<file path="src/rtl/risc16_mem_arbiter.sv">
// risc16_mem_arbiter
// Shares the single RiSC16 memory port between two requesters. Requester 0 is
// instruction fetch (read-only). Requester 1 is load/store (read/write).
// Each access is a req/ack handshake and runs through IDLE -> ACCESS -> DONE.
// When both requesters ask at once, a round-robin pointer decides the winner.
//
// Ports:
//   clk, rst                 clock; asynchronous active-high reset
//   req0/addr0               fetch request and address
//   ack0/rdata0              fetch completion pulse and the fetched word
//   req1/we1/addr1/wdata1    load/store request, direction, address and data
//   ack1/rdata1              load/store completion pulse and load data
//                            (a store echoes its write data here)
//   gnt0/gnt1                high while the requester owns the memory
//   memAddress/memDataIn/memWriteEn   drive the memory pins
//   memDataOut               asynchronous read data from memory
module risc16_mem_arbiter #(
    parameter int WORD_LENGTH = 16,
    parameter int ADDR_WIDTH  = 16
) (
    input  logic                   clk,
    input  logic                   rst,
    input  logic                   req0,
    input  logic [ADDR_WIDTH-1:0]  addr0,
    output logic                   ack0,
    output logic [WORD_LENGTH-1:0] rdata0,
    input  logic                   req1,
    input  logic                   we1,
    input  logic [ADDR_WIDTH-1:0]  addr1,
    input  logic [WORD_LENGTH-1:0] wdata1,
    output logic                   ack1,
    output logic [WORD_LENGTH-1:0] rdata1,
    output logic                   gnt0,
    output logic                   gnt1,
    output logic [ADDR_WIDTH-1:0]  memAddress,
    output logic [WORD_LENGTH-1:0] memDataIn,
    output logic                   memWriteEn,
    input  logic [WORD_LENGTH-1:0] memDataOut
);

    typedef enum logic [1:0] {
        IDLE   = 2'd0,
        ACCESS = 2'd1,
        DONE   = 2'd2
    } state_t;

    state_t state;
    logic   last;    // requester granted most recently
    logic   owner;   // requester owning the transaction in flight
    logic   pick1;   // requester 1 wins the current IDLE arbitration

    // A lone request always wins. On a tie, the requester not granted last wins.
    assign pick1 = req1 & (~req0 | ~last);

    always_ff @(posedge clk or posedge rst) begin
        if (rst) begin
            state      <= IDLE;
            last       <= 1'b1;
            owner      <= 1'b0;
            ack0       <= 1'b0;
            ack1       <= 1'b0;
            gnt0       <= 1'b0;
            gnt1       <= 1'b0;
            rdata0     <= '0;
            rdata1     <= '0;
            memAddress <= '0;
            memDataIn  <= '0;
            memWriteEn <= 1'b0;
        end else begin
            unique case (state)
                IDLE: begin
                    if (req0 || req1) begin
                        owner <= pick1;
                        last  <= pick1;
                        gnt0  <= ~pick1;
                        gnt1  <= pick1;
                        if (pick1) begin
                            memAddress <= addr1;
                            memDataIn  <= wdata1;
                            memWriteEn <= we1;
                        end else begin
                            // memDataIn keeps its old value on a fetch.
                            memAddress <= addr0;
                            memWriteEn <= 1'b0;
                        end
                        state <= ACCESS;
                    end
                end
                ACCESS: begin
                    // Memory pins have been stable for the whole cycle. A store
                    // commits at this edge, and a read is captured at this edge.
                    if (owner) begin
                        rdata1 <= memWriteEn ? memDataIn : memDataOut;
                        ack1   <= 1'b1;
                    end else begin
                        rdata0 <= memDataOut;
                        ack0   <= 1'b1;
                    end
                    memWriteEn <= 1'b0;
                    state      <= DONE;
                end
                DONE: begin
                    // The request is ignored here, so a held req cannot
                    // retrigger before the requester has seen its ack.
                    ack0  <= 1'b0;
                    ack1  <= 1'b0;
                    gnt0  <= 1'b0;
                    gnt1  <= 1'b0;
                    state <= IDLE;
                end
                default: state <= IDLE;
            endcase
        end
    end

endmodule

</file>
<file path="config.mk">
export PLATFORM = sky130hd
export DESIGN_NAME = risc16_mem_arbiter
export DESIGN_NICKNAME = d
export VERILOG_FILES = /design/src/rtl/risc16_mem_arbiter.sv
export SDC_FILE = /design/constraint.sdc
export NUM_CORES = 1
export LEC_CHECK = 0
export CORE_ASPECT_RATIO = 2
export CORE_MARGIN = 2
export CORE_UTILIZATION = 45
export CTS_BUF_LIST = sky130_fd_sc_hd__clkbuf_16
export DETAILED_ROUTE_END_ITERATION = 6
export PLACE_DENSITY = 0.83
export SLEW_MARGIN = 30
export SYNTH_ARGS = -nofsm -noshare
export SYNTH_HDL_FRONTEND = slang
export SYNTH_SLANG_ARGS = --single-unit
</file>
<file path="constraint.sdc">
create_clock -name clk -period 6.45 [get_ports clk]
set_clock_uncertainty 0.1 [all_clocks]
set_input_delay 1.29 -clock clk [delete_from_list [all_inputs] [get_ports clk]]
set_output_delay 1.29 -clock clk [all_outputs]
set_load 0.05 [all_outputs]
</file>
Word-level counts from Yosys, hierarchy flattened:

Cells that the tools add are included.

* input bits: 69
* word-level logic and storage cells: 51
* register bits after elaboration: 73

* muxes and demuxes: 15
* equal/unequal tests: 5
* bitwise logic cells: 6
* reductions and logical operators: 13

Operator list (count)
* 16-bit 2-to-1 mux: 2
* 2-bit AND reduction: 7
* 1-bit case mux with 2 select lines: 5
* 1-bit 2-to-1 mux: 6
* 2-bit != test, second input constant: 3
* 2-bit nonzero test: 3
* 1-bit NOT: 4
* 2-bit case mux with 2 select lines: 1
* 3-bit AND reduction: 1
* 2-bit by 1-bit equality test with 1-bit output, second input constant: 1
* 2-bit equality test, second input constant: 1
* 2-bit logical NOT: 1
* 2-bit 2-to-1 mux: 1
* 1-bit bitwise AND: 1
* 1-bit logical OR: 1
* 1-bit bitwise OR: 1

Logic depth before layout (Yosys ltp):

Gate-level depths: netlist (run 1).

* depth after elaboration: 6
* gate-level depth with buffers: 4

Least setup slack after synthesis (run 1):

No wires, ideal clock.

* path kind: input to register
* start: in req0
* end: reg memDataIn[0]
* setup slack: 4.271 ns
* data arrival time: 1.954 ns
* cell stages on the path: 4
* cell sequence: nand2_1 -> nand3_4 -> buf_6 -> mux2_4

* longest elaborated chain between the ends: 4
* elaborated cells on any way between the ends: 5
* those cells by class: bitwise (3); reduce/logical (2)

RTL lines
* from (decl): line 23 `input logic req0,`
* 1-bit NOT: line 53 `assign pick1 = req1 & (~req0 | ~last);`
* 1-bit bitwise OR: line 53
* 1-bit bitwise AND: line 53
* 3-bit AND reduction (no source line) *
* to (signal assigned): line 79 `memDataIn <= wdata1;`
* to (decl): line 36 `output logic [WORD_LENGTH-1:0] memDataIn,`

Every way passes the cells marked *; elsewhere a longest branch is shown, timed or not.
A chain may end at the register's enable or synchronous reset.

Worst setup path in the final report (run 1):

* start: reg memWriteEn
* end: out memWriteEn

RTL lines
* from (decl): line 37 `output logic memWriteEn,`
* from (signal assigned): line 80 `memWriteEn <= we1;`

No word-level cell between the ends.

==> key figures, run 1 <==
Run status
  • Status: completed

Clocking
  • Clock buffer count from CTS: 9
  • H-tree depth: 3
  • Sink Count: 73
  • Max clock buf depth: 2
  • # resized after CTS: 0
  • Clock slew at reported path FFs: 50 ps
  • # Post-CTS Setup Buffers: 0
  • CTS Root Buffer Type: clkbuf_16
  • Hold buffer count at cts: 0
  • CTS tree: yes
  • Skew-Pair Late Insertion Delay: 330 ps

Floorplan
  • Initial Utilization: 45.7%
  • Die height: 122 um
  • Die width: 62.9 um
  • Die area: 7670 um2
  • CORE AREA: 6830 um2
  • Core Rows: 43
  • I/O pin count: 138

Worst setup path
  • CP peak stage delay: 910 ps
  • Worst flop-to-flop path endpoint: memDataIn[15]
  • CP delay by family, top: buffers and inverters
  • CP required: 5060 ps
  • CP startpoint kind: flop
  • Slowest CP cell: clkdlybuf4s50_1
  • Worst R2R Start: state[0]
  • Endpoint class of the critical path: output pin
  • R2r worst-path depth: 3
  • R2r setup slk: 4670 ps
  • Crit path cell chain: clkdlybuf4s50_1
  • Kind of critical path: reg2out
  • WP data arrival: 1940 ps
  • Buf/Inv on CP: 1
  • CP Max Fanout: 18

Yosys
  • Sequential share of the synthesized area: 58.5%
  • Cells after synthesis: 259
  • Synth Cell Area: 3120 um2
  • Ys Warns: 0
  • Mean area per synthesized cell: 12.1 um2
  • Post-synthesis cell type count: 28
  • Mapped Nets: 328
  • Register bit total from synthesis: 73

GRT
  • Largest net degree at the start of global routing: 74
  • Initial antenna violation count: 0
  • Gr ovfl total: 0
  • First-pass GRT wire length: 12700 um
  • GRT Overall Usage: 21.3%
  • Vias in the first global route: 2629

Routing
  • DRC Markers: 0
  • Drt total wl: 7800 um
  • Via density: 5.06
  • 1st-iter DRT viols: 105
  • Wire per inst: 15.9 um
  • TritonRoute pass-1 iters: 4
  • Via count: 2479
  • Antenna viol nets, final: 0

Power
  • PwrDens: 638 nW/um2
  • Worst VDD drop: 0.445 mV
  • Leak: 2.17 nW

Place
  • Post-DP HPWL: 5420 um
  • Port-buffer cells: 137
  • Cells after DPL: 474
  • Placer's final routability congestion estimate: 0.721

Cells and area
  • Area Growth Syn to Fin: 55.2%
  • Share of cells above drive strength 1: 14.5%
  • Final non-filler cell total: 490
  • Nets@finish: 464
  • Most frequent cells in the layout: 137 x clkdlybuf4s50_1, 71 x dfrtp_1, 34 x inv_1
  • Most common cell after layout, fill and taps aside: clkdlybuf4s50_1
  • Fill count: 508
  • Diodes inserted: 0

Timing
  • Ratio of final minimum period to clock period: 51.7%
  • Period minus WS final: 3330 ps
  • WHS: 377 ps
  • Max frequency: 0.300 GHz
  • TNS Setup: 0 ps
  • Final setup vio count: 0
  • Worst Tran Pin Value: 714 ps
  • Final hold vios: 0
  • Max-slew violations: 0
  • Unrepaired setup endpoints after global routing: false
  • Max-slew headroom: 52.4%

Run
  • Max Cap Viol: 0

Worst hold path
  • Hold EP: rdata1[14]
  • Worst hold path depth: 2
  • Worst Hold Class: reg2reg
  • Worst min-delay path startpoint: rdata1[14]
## power breakdown
part / leakage (nW) / total (mW) / switching [mW] / internal, mW
sequential: 0.878 / 0.872 / 0.179 / 0.694
combinational: 1.15 / 1.75 / 1.10 / 0.647
clock: 0.142 / 0.471 / 0.176 / 0.295
## how the worst max path moves through the flow
stage                from  cells after the start    endpoint
2_1_floorplan         rst                      1        ack0
3_3_place_gp   memWriteEn                      1  memWriteEn
3_5_place_dp   memWriteEn                      1  memWriteEn
4_1_cts        memWriteEn                      1  memWriteEn
5_1_grt        memWriteEn                      1  memWriteEn
6_report       memWriteEn                      1  memWriteEn
## logic make-up after synthesis
logic type             share of synthesized area (%)
muxes                                           17.9
DFF                                             58.5
buffers and inverters                           6.61
and+or+nand+nor                                 6.17
AOI/OAI and AO/OA                               10.9
## sequential cells by signal (all words and copies together), names as in the netlist
| name | cells |
|---|---|
| memAddress | 16 |
| memWriteEn | 1 |
| rdata0 | 16 |
| ack0 | 1 |
| last | 1 |
| gnt0 | 1 |
| gnt1 | 1 |
| state | 2 |
| rdata1 | 16 |
| memDataIn | 16 |
| ack1 | 1 |
| owner | 1 |
## Yosys cell counts (all sizes together)
| master | number | area [um2] |
|---|---|---|
| nand2b | 2 | 15.0 |
| buf | 7 | 48.8 |
| or2b | 1 | 7.51 |
| dfrtp | 72 | 1800 |
| inv | 35 | 131 |
| nand3b | 1 | 7.51 |
| or2 | 1 | 6.26 |
| o21ai | 34 | 170 |
| o22ai | 1 | 6.26 |
| o211ai | 2 | 15.0 |
| o221ai | 16 | 140 |
| mux2i | 16 | 160 |
| nand2 | 24 | 90.1 |
| a21o | 1 | 7.51 |
| mux2 | 32 | 398 |
| nor2 | 4 | 38.8 |
| nand3 | 2 | 27.5 |
| dfstp | 1 | 26.3 |
| clkbuf | 7 | 26.3 |
## routing by layer
metal / GRT usage [%] / vias to the layer above / wire length [um]
met5: 0 / - / 0
met3: 7.20 / 12 / 660
li1: - / 1154 / -
met2: 34.3 / 127 / 3810
met4: 8.06 / 0 / 133
met1: 26.6 / 1186 / 3200
## worst register-to-register path: stages (launching register included)
cell	delay, ps
dfrtp_1	440
nor2_4	170
nand3_4	450
mux2_4	500
## final cells by class
class                   instances  area, um2  share of cell area [%]
repair buffers                139       1400                    28.8
well taps                      90        113                    2.32
flip-flops and latches         73       1830                    37.7
multi-input cells             137       1090                    22.5
clock buffers                   9        225                    4.64
clock inverters                 7       61.3                    1.26
inverters                      35        131                    2.71
## per-stage QoR
| step | instance area (um2) | setup slack (ps) | total power [mW] | utilization (%) |
|---|---|---|---|---|
| floorplan | 3120 | 3210 | 2.04 | - |
| global placement | 4540 | 3150 | 2.58 | 66.5 |
| detailed placement | 4560 | 3140 | 2.63 | 66.7 |
| CTS | 4840 | 2770 | 3.12 | 70.9 |
| global route | 4850 | 3050 | 3.24 | 71.0 |
| finish | 4850 | 3120 | 3.09 | 71.0 |
No activity file was read; power rests on OpenSTA's default activity.
==> inputs of run 2 (changes only) <==
--- a/config.mk
+++ b/config.mk
@@ -7,10 +7,10 @@
 export LEC_CHECK = 0
 export CORE_ASPECT_RATIO = 2
 export CORE_MARGIN = 2
-export CORE_UTILIZATION = 45
+export CORE_UTILIZATION = 38
 export CTS_BUF_LIST = sky130_fd_sc_hd__clkbuf_16
 export DETAILED_ROUTE_END_ITERATION = 6
-export PLACE_DENSITY = 0.83
+export PLACE_DENSITY = 0.75
 export SLEW_MARGIN = 30
 export SYNTH_ARGS = -nofsm -noshare
 export SYNTH_HDL_FRONTEND = slang
==> constraint.sdc (replaced) <==
create_clock -name clk -period 3 [get_ports clk]
set_clock_uncertainty 0.1 [all_clocks]
set_input_delay 0.6 -clock clk [delete_from_list [all_inputs] [get_ports clk]]
set_output_delay 0.6 -clock clk [all_outputs]
set_load 0.05 [all_outputs]
==> run 2 against run 1 <==
Compared with the run above: critical path depth is the same; worst setup slack lost 2400 ps; wire length increased by 6.9%; die area grew 17%; sequential power is 110% higher; utilization down 9.8 points; sequential share of layout area shrank 0.084 points; global-route usage fell by 1.7 points; non-clock buffer count up 1; combinational power increased by 120%; largest cell class unchanged.
==> key figures, run 2 (synthesized netlist as in run 1, its figures left out) <==
Power
  • Leak: 2.18 nW (+0.40%)
  • PwrDens: 1370 nW/um2 (+110%)
  • Total power: 6.64 mW (+110%)
  • Worst VDD drop: 0.810 mV (+82%)

Routing
  • Wire per inst: 16.8 um (+5.4%)
  • DRC Markers: 0 (unchanged)
  • Via count: 2486 (+0.28%)
  • Drt total wl: 8340 um (+6.9%)
  • 1st-iter DRT viols: 148 (+41%)
  • TritonRoute pass-1 iters: 4 (unchanged)
  • Via density: 5.00 (-1.1%)
  • Antenna viol nets, final: 0 (unchanged)

Worst hold path
  • Worst Hold Class: reg2reg
  • Worst min-delay path startpoint: ack1

Worst setup path
  • Critical Path Source: memDataIn[5]
  • CP required: 2300 ps (-2760 ps)
  • CP peak stage delay: 820 ps (-90 ps)
  • Slowest CP cell: clkdlybuf4s50_1
  • Endpoint class of the critical path: output pin
  • Kind of critical path: reg2out
  • Buf/Inv on CP: 1 (unchanged)
  • CP startpoint kind: flop
  • WP data arrival: 1540 ps (-400 ps)
  • CP Max Fanout: 3 (-15)
  • Crit path cell chain: clkdlybuf4s50_1
  • CP delay by family, top: buffers and inverters
  • Worst R2R Start: state[0]

Timing
  • Fin worst setup slack: 757 ps (-2360 ps)
  • TNS Setup: 0 ps (unchanged)
  • Max-slew headroom: 49.8% (-2.5 points)
  • Unrepaired setup endpoints after global routing: false
  • Worst Tran Pin Value: 752 ps (+38.1 ps)
  • Max-slew violations: 0 (unchanged)
  • Ratio of final minimum period to clock period: 74.8%
  • Final hold vios: 0 (unchanged)
  • Period minus WS final: 2240 ps
  • Max frequency: 0.446 GHz
  • Final setup vio count: 0 (unchanged)

Floorplan
  • CORE AREA: 7940 um2 (+16%)
  • Die area: 9010 um2 (+17%)
  • I/O pin count: 138 (unchanged)
  • Die width: 68.1 um (+8.3%)
  • Initial Utilization: 39.3% (-6.4 points)
  • Die height: 132 um (+8.5%)
  • Core Rows: 46 (+7.0%)

GRT
  • Initial antenna violation count: 0 (unchanged)
  • Vias in the first global route: 2592 (-1.4%)
  • GRT Overall Usage: 19.7% (-1.7 points)
  • First-pass GRT wire length: 13000 um (+2.7%)
  • Largest net degree at the start of global routing: 74 (unchanged)
  • Gr ovfl total: 0 (unchanged)

Run status
  • Status: completed

Cells and area
  • Multi-input logic area: 1090 um2 (unchanged)
  • Storage element area: 1830 um2 (about the same)
  • Diodes inserted: 0 (unchanged)
  • Share of cells above drive strength 1: 13.5% (-1.0 points)
  • Most frequent cells in the layout: 137 x clkdlybuf4s50_1, 72 x dfrtp_1, 36 x inv_1
  • Most common cell after layout, fill and taps aside: clkdlybuf4s50_1
  • Utilization after layout: 61.2% (-9.8 points)
  • Final non-filler cell total: 497 (+1.4%)
  • Area Growth Syn to Fin: 55.5%
  • Fill count: 694 (+37%)
  • Nets@finish: 465 (+0.22%)

Clocking
  • CTS Root Buffer Type: clkbuf_16
  • Clock slew at reported path FFs: 50 ps (about the same)
  • Skew-Pair Late Insertion Delay: 330 ps (about the same)
  • Hold buffer count at cts: 0 (unchanged)
  • Sink Count: 73 (unchanged)
  • # resized after CTS: 0 (unchanged)
  • CTS tree: yes
  • Clock buffer count from CTS: 9 (unchanged)
  • Max clock buf depth: 2 (unchanged)
  • H-tree depth: 3 (unchanged)
  • # Post-CTS Setup Buffers: 0 (unchanged)

Place
  • Placer's final routability congestion estimate: 0.783 (+8.6%)
  • Cells after DPL: 481 (+1.5%)
  • Setup slack at placement: 619 ps (-2520 ps)
  • Port-buffer cells: 137 (unchanged)
  • Post-DP HPWL: 6120 um (+13%)

Run
  • Max Cap Viol: 0 (unchanged)
run 2: stage by stage:
step                      cell area [um2]  hold WS (ps)
after floorplan                      3120           362
final                                4860           377
after global placement               4580           359
after global routing                 4860           405
after detailed placement             4580           367
after CTS                            4860           381
run 2: final cells by class:
class	instances	area share, %
inverter	35	2.70
multi-input combinational	137	22.5
clock buffer	9	4.64
clock inverter	7	1.11
timing repair buffer	140	29.0
sequential	73	37.6
tap	96	2.47
run 2: report_power, final:
part           switching, mW  leakage [nW]  total (mW)  internal (mW)
clock network          0.372         0.144       0.998          0.626
registers              0.310         0.880        1.80           1.49
logic                   2.45          1.15        3.84           1.39
run 2: path summary, 6_finish.rpt:
path                                   to  slack [ps]  cells past startpoint
setup / recovery             memDataIn[5]         760                      1
hold reg to reg                      ack1         380                      2
setup reg to reg            memDataIn[15]        1220                      3
min in group asynchronous  memAddress[13]         560                      3
hold / removal                       ack1         380                      2
max in group asynchronous            last        1880                      3
run 2: worst reg2reg max path, stage by stage (launching register included):
cell     delay (ps)
dfrtp_1         440
nor2_4          180
nand3_4         440
mux2_4          500
run 2: layer usage:
metal	vias up	routed length, um	global-route usage [%]
li1	1153	-	-
met2	97	4750	35.7
met3	24	438	4.61
met5	-	0	0
met1	1212	2840	19.6
met4	0	308	9.89
==> inputs of run 3 (changes only) <==
==> constraint.sdc (replaced) <==
create_clock -name clk -period 2 [get_ports clk]
set_clock_uncertainty 0.1 [all_clocks]
set_input_delay 0.4 -clock clk [delete_from_list [all_inputs] [get_ports clk]]
set_output_delay 0.4 -clock clk [all_outputs]
set_load 0.05 [all_outputs]
==> run 3 against run 2 <==
Compared with the run above: sequential power up 52%; global-route usage up 0.57 points; worst setup slack worse by 720 ps; worst hold slack worse by 110 ps; combinational power up 47%; largest cell class unchanged; utilization up 0.22 points; cell count up 1.2%; sequential share of layout area down 0.14 points; wire length up 2.6%; critical path depth unchanged.
==> key figures, run 3 (synthesized netlist as in run 1, its figures left out) <==
Run status
  • Status: completed

Floorplan
  • Die width: 68.1 um (unchanged)
  • Die area: 9010 um2 (unchanged)
  • CORE AREA: 7940 um2 (unchanged)
  • Core Rows: 46 (unchanged)
  • I/O pin count: 138 (unchanged)
  • Die height: 132 um (unchanged)
  • Initial Utilization: 39.3% (unchanged)

Power
  • Int Pwr: 5.12 mW (+46%)
  • Flop pwr share: 27.7% (+0.6 points)
  • Clock power share: 15.2% (+0.2 points)
  • Sw frac: 48.0% (+0.88 points)
  • Net Sw Power: 4.73 mW (+51%)
  • Worst VDD drop: 0.918 mV (+13%)
  • PwrDens: 2020 nW/um2 (+48%)
  • Leak: 2.43 nW (+11%)
  • Combinational Power Share: 57.1% (-0.8 points)

Clocking
  • CTS Root Buffer Type: clkbuf_16
  • Clock buffer count from CTS: 9 (unchanged)
  • H-tree depth: 3 (unchanged)
  • Clock slew at reported path FFs: 60 ps (about the same)
  • Sink Count: 73 (unchanged)
  • Max clock buf depth: 2 (unchanged)
  • Skew-Pair Late Insertion Delay: 330 ps (about the same)
  • CTS tree: yes
  • # Post-CTS Setup Buffers: 0 (unchanged)
  • Hold buffer count at cts: 0 (unchanged)

Cells and area
  • Most frequent cells in the layout: 72 x dfrtp_1, 72 x clkdlybuf4s50_1, 43 x buf_4
  • Utilization after layout: 61.4% (+0.22 points)
  • Area Growth Syn to Fin: 56.0%
  • Nets@finish: 470 (+1.1%)
  • Fill count: 689 (-0.72%)
  • Share of cells above drive strength 1: 24.6% (+11 points)

Timing
  • Period minus WS final: 1960 ps
  • Max-slew headroom: 56.8% (+7.0 points)
  • Ratio of final minimum period to clock period: 98.2%
  • Unrepaired setup endpoints after global routing: false
  • Worst Tran Pin Value: 647 ps (-105 ps)
  • WHS: 272 ps (-106 ps)
  • Final setup vio count: 0 (unchanged)
  • Max-slew violations: 0 (unchanged)
  • Final hold vios: 0 (unchanged)
  • TNS Setup: 0 ps (unchanged)
  • Max frequency: 0.509 GHz

GRT
  • Gr ovfl total: 0 (unchanged)
  • First-pass GRT wire length: 13300 um (+1.6%)
  • Largest net degree at the start of global routing: 37 (-50%)
  • Vias in the first global route: 2625 (+1.3%)
  • GRT Overall Usage: 20.3% (+0.57 points)
  • Initial antenna violation count: 1 (+1)

Place
  • Post-DP HPWL: 6470 um (+5.7%)
  • Placer's final routability congestion estimate: 0.822 (+4.9%)
  • Port-buffer cells: 137 (unchanged)

Worst setup path
  • Buf/Inv on CP: 1 (unchanged)
  • CP peak stage delay: 800 ps (-20 ps)
  • CP required: 1500 ps (-800 ps)
  • CP delay by family, top: buffers and inverters
  • Slowest CP cell: clkdlybuf4s50_1
  • Crit path cell chain: clkdlybuf4s50_1
  • CP Max Fanout: 2 (-1)
  • Endpoint class of the critical path: output pin
  • Kind of critical path: reg2out
  • CP startpoint kind: flop
  • WP data arrival: 1460 ps (-80 ps)

Routing
  • Antenna viol nets, final: 0 (unchanged)
  • Wire per inst: 17.0 um (+1.4%)
  • TritonRoute pass-1 iters: 4 (unchanged)
  • 1st-iter DRT viols: 139 (-6.1%)
  • Drt total wl: 8560 um (+2.6%)
  • Via density: 4.95 (-1.0%)
  • DRC Markers: 0 (unchanged)
  • Via count: 2490 (+0.16%)

Run
  • Max Cap Viol: 0 (unchanged)

Worst hold path
  • Worst Hold Class: in2async
run 3: changes by cell type in the layout (fill, tap and decap cells not counted):
cell,delta
clkdlybuf4s50_1,-65
buf_12,+5
dlymetal6s2s_1,+12
dlygate4sd2_1,+12
diode_2,+1
clkinv_1,-2
inv_1,+1
clkinv_2,+1
nor2_1,+1
buf_4,+41
clkinvlp_4,+1
inv_2,-1
nor2_2,-1
run 3: timing repair:
item | in CTS | in global routing
hold endpoints to repair | 0 | 0
endpoints found under the setup margin | 12 | 12
gates resized for setup | 12 | 12
run 3: final cells by class:
class	count	area (um2)	share of cell area, %
flip-flops and latches	73	1830	37.5
repair buffers	145	1420	29.1
multi-input cells	137	1090	22.4
clock buffers	9	225	4.62
inverters	35	135	2.77
well taps	96	120	2.46
clock inverters	7	55.1	1.13
diodes	1	2.50	0.0513
run 3: power by group through the flow:
stage                     clock (mW)  sequential, mW  combinational, mW
final                           1.49            2.73               5.63
after global routing            1.59            2.83               5.92
after CTS                       1.53            2.75               5.72
after detailed placement           0            2.76               5.79
after global placement             0            2.72               5.68
after floorplan                    0            5.10               1.48
run 3: routing by layer:
layer | up-vias | track usage, % | share of wire, %
met3 | 24 | 3.25 | 4.0
met4 | 0 | 12.4 | 5.1
li1 | 1173 | - | -
met2 | 85 | 36.9 | 58
met5 | - | 0 | 0
met1 | 1208 | 19.9 | 33
run 3: worst paths after layout:
check / startpoint / to / slack, ps / depth (start not counted)
max in group asynchronous: rst / rdata0[5] / 1070 / 3
min reg2reg: rdata1[11] / rdata1[11] / 380 / 2
max reg2reg: state[1] / rdata0[12] / 390 / 3
max: rdata0[15] / rdata0[15] / 40 / 1
min: rst / memAddress[8] / 270 / 2
min in group clk: rdata1[11] / rdata1[11] / 380 / 2
run 3: through the flow:
step           area, um2  power (mW)  std cells  setup WS, ps
2_1_floorplan       3130        6.58        259           373
3_3_place_gp        4580        8.40        486           134
3_5_place_dp        4580        8.55        486          99.6
4_1_cts             4840        9.99        502          3.35
5_1_grt             4870        10.3        503         0.260
6_report            4870        9.86        503          36.3
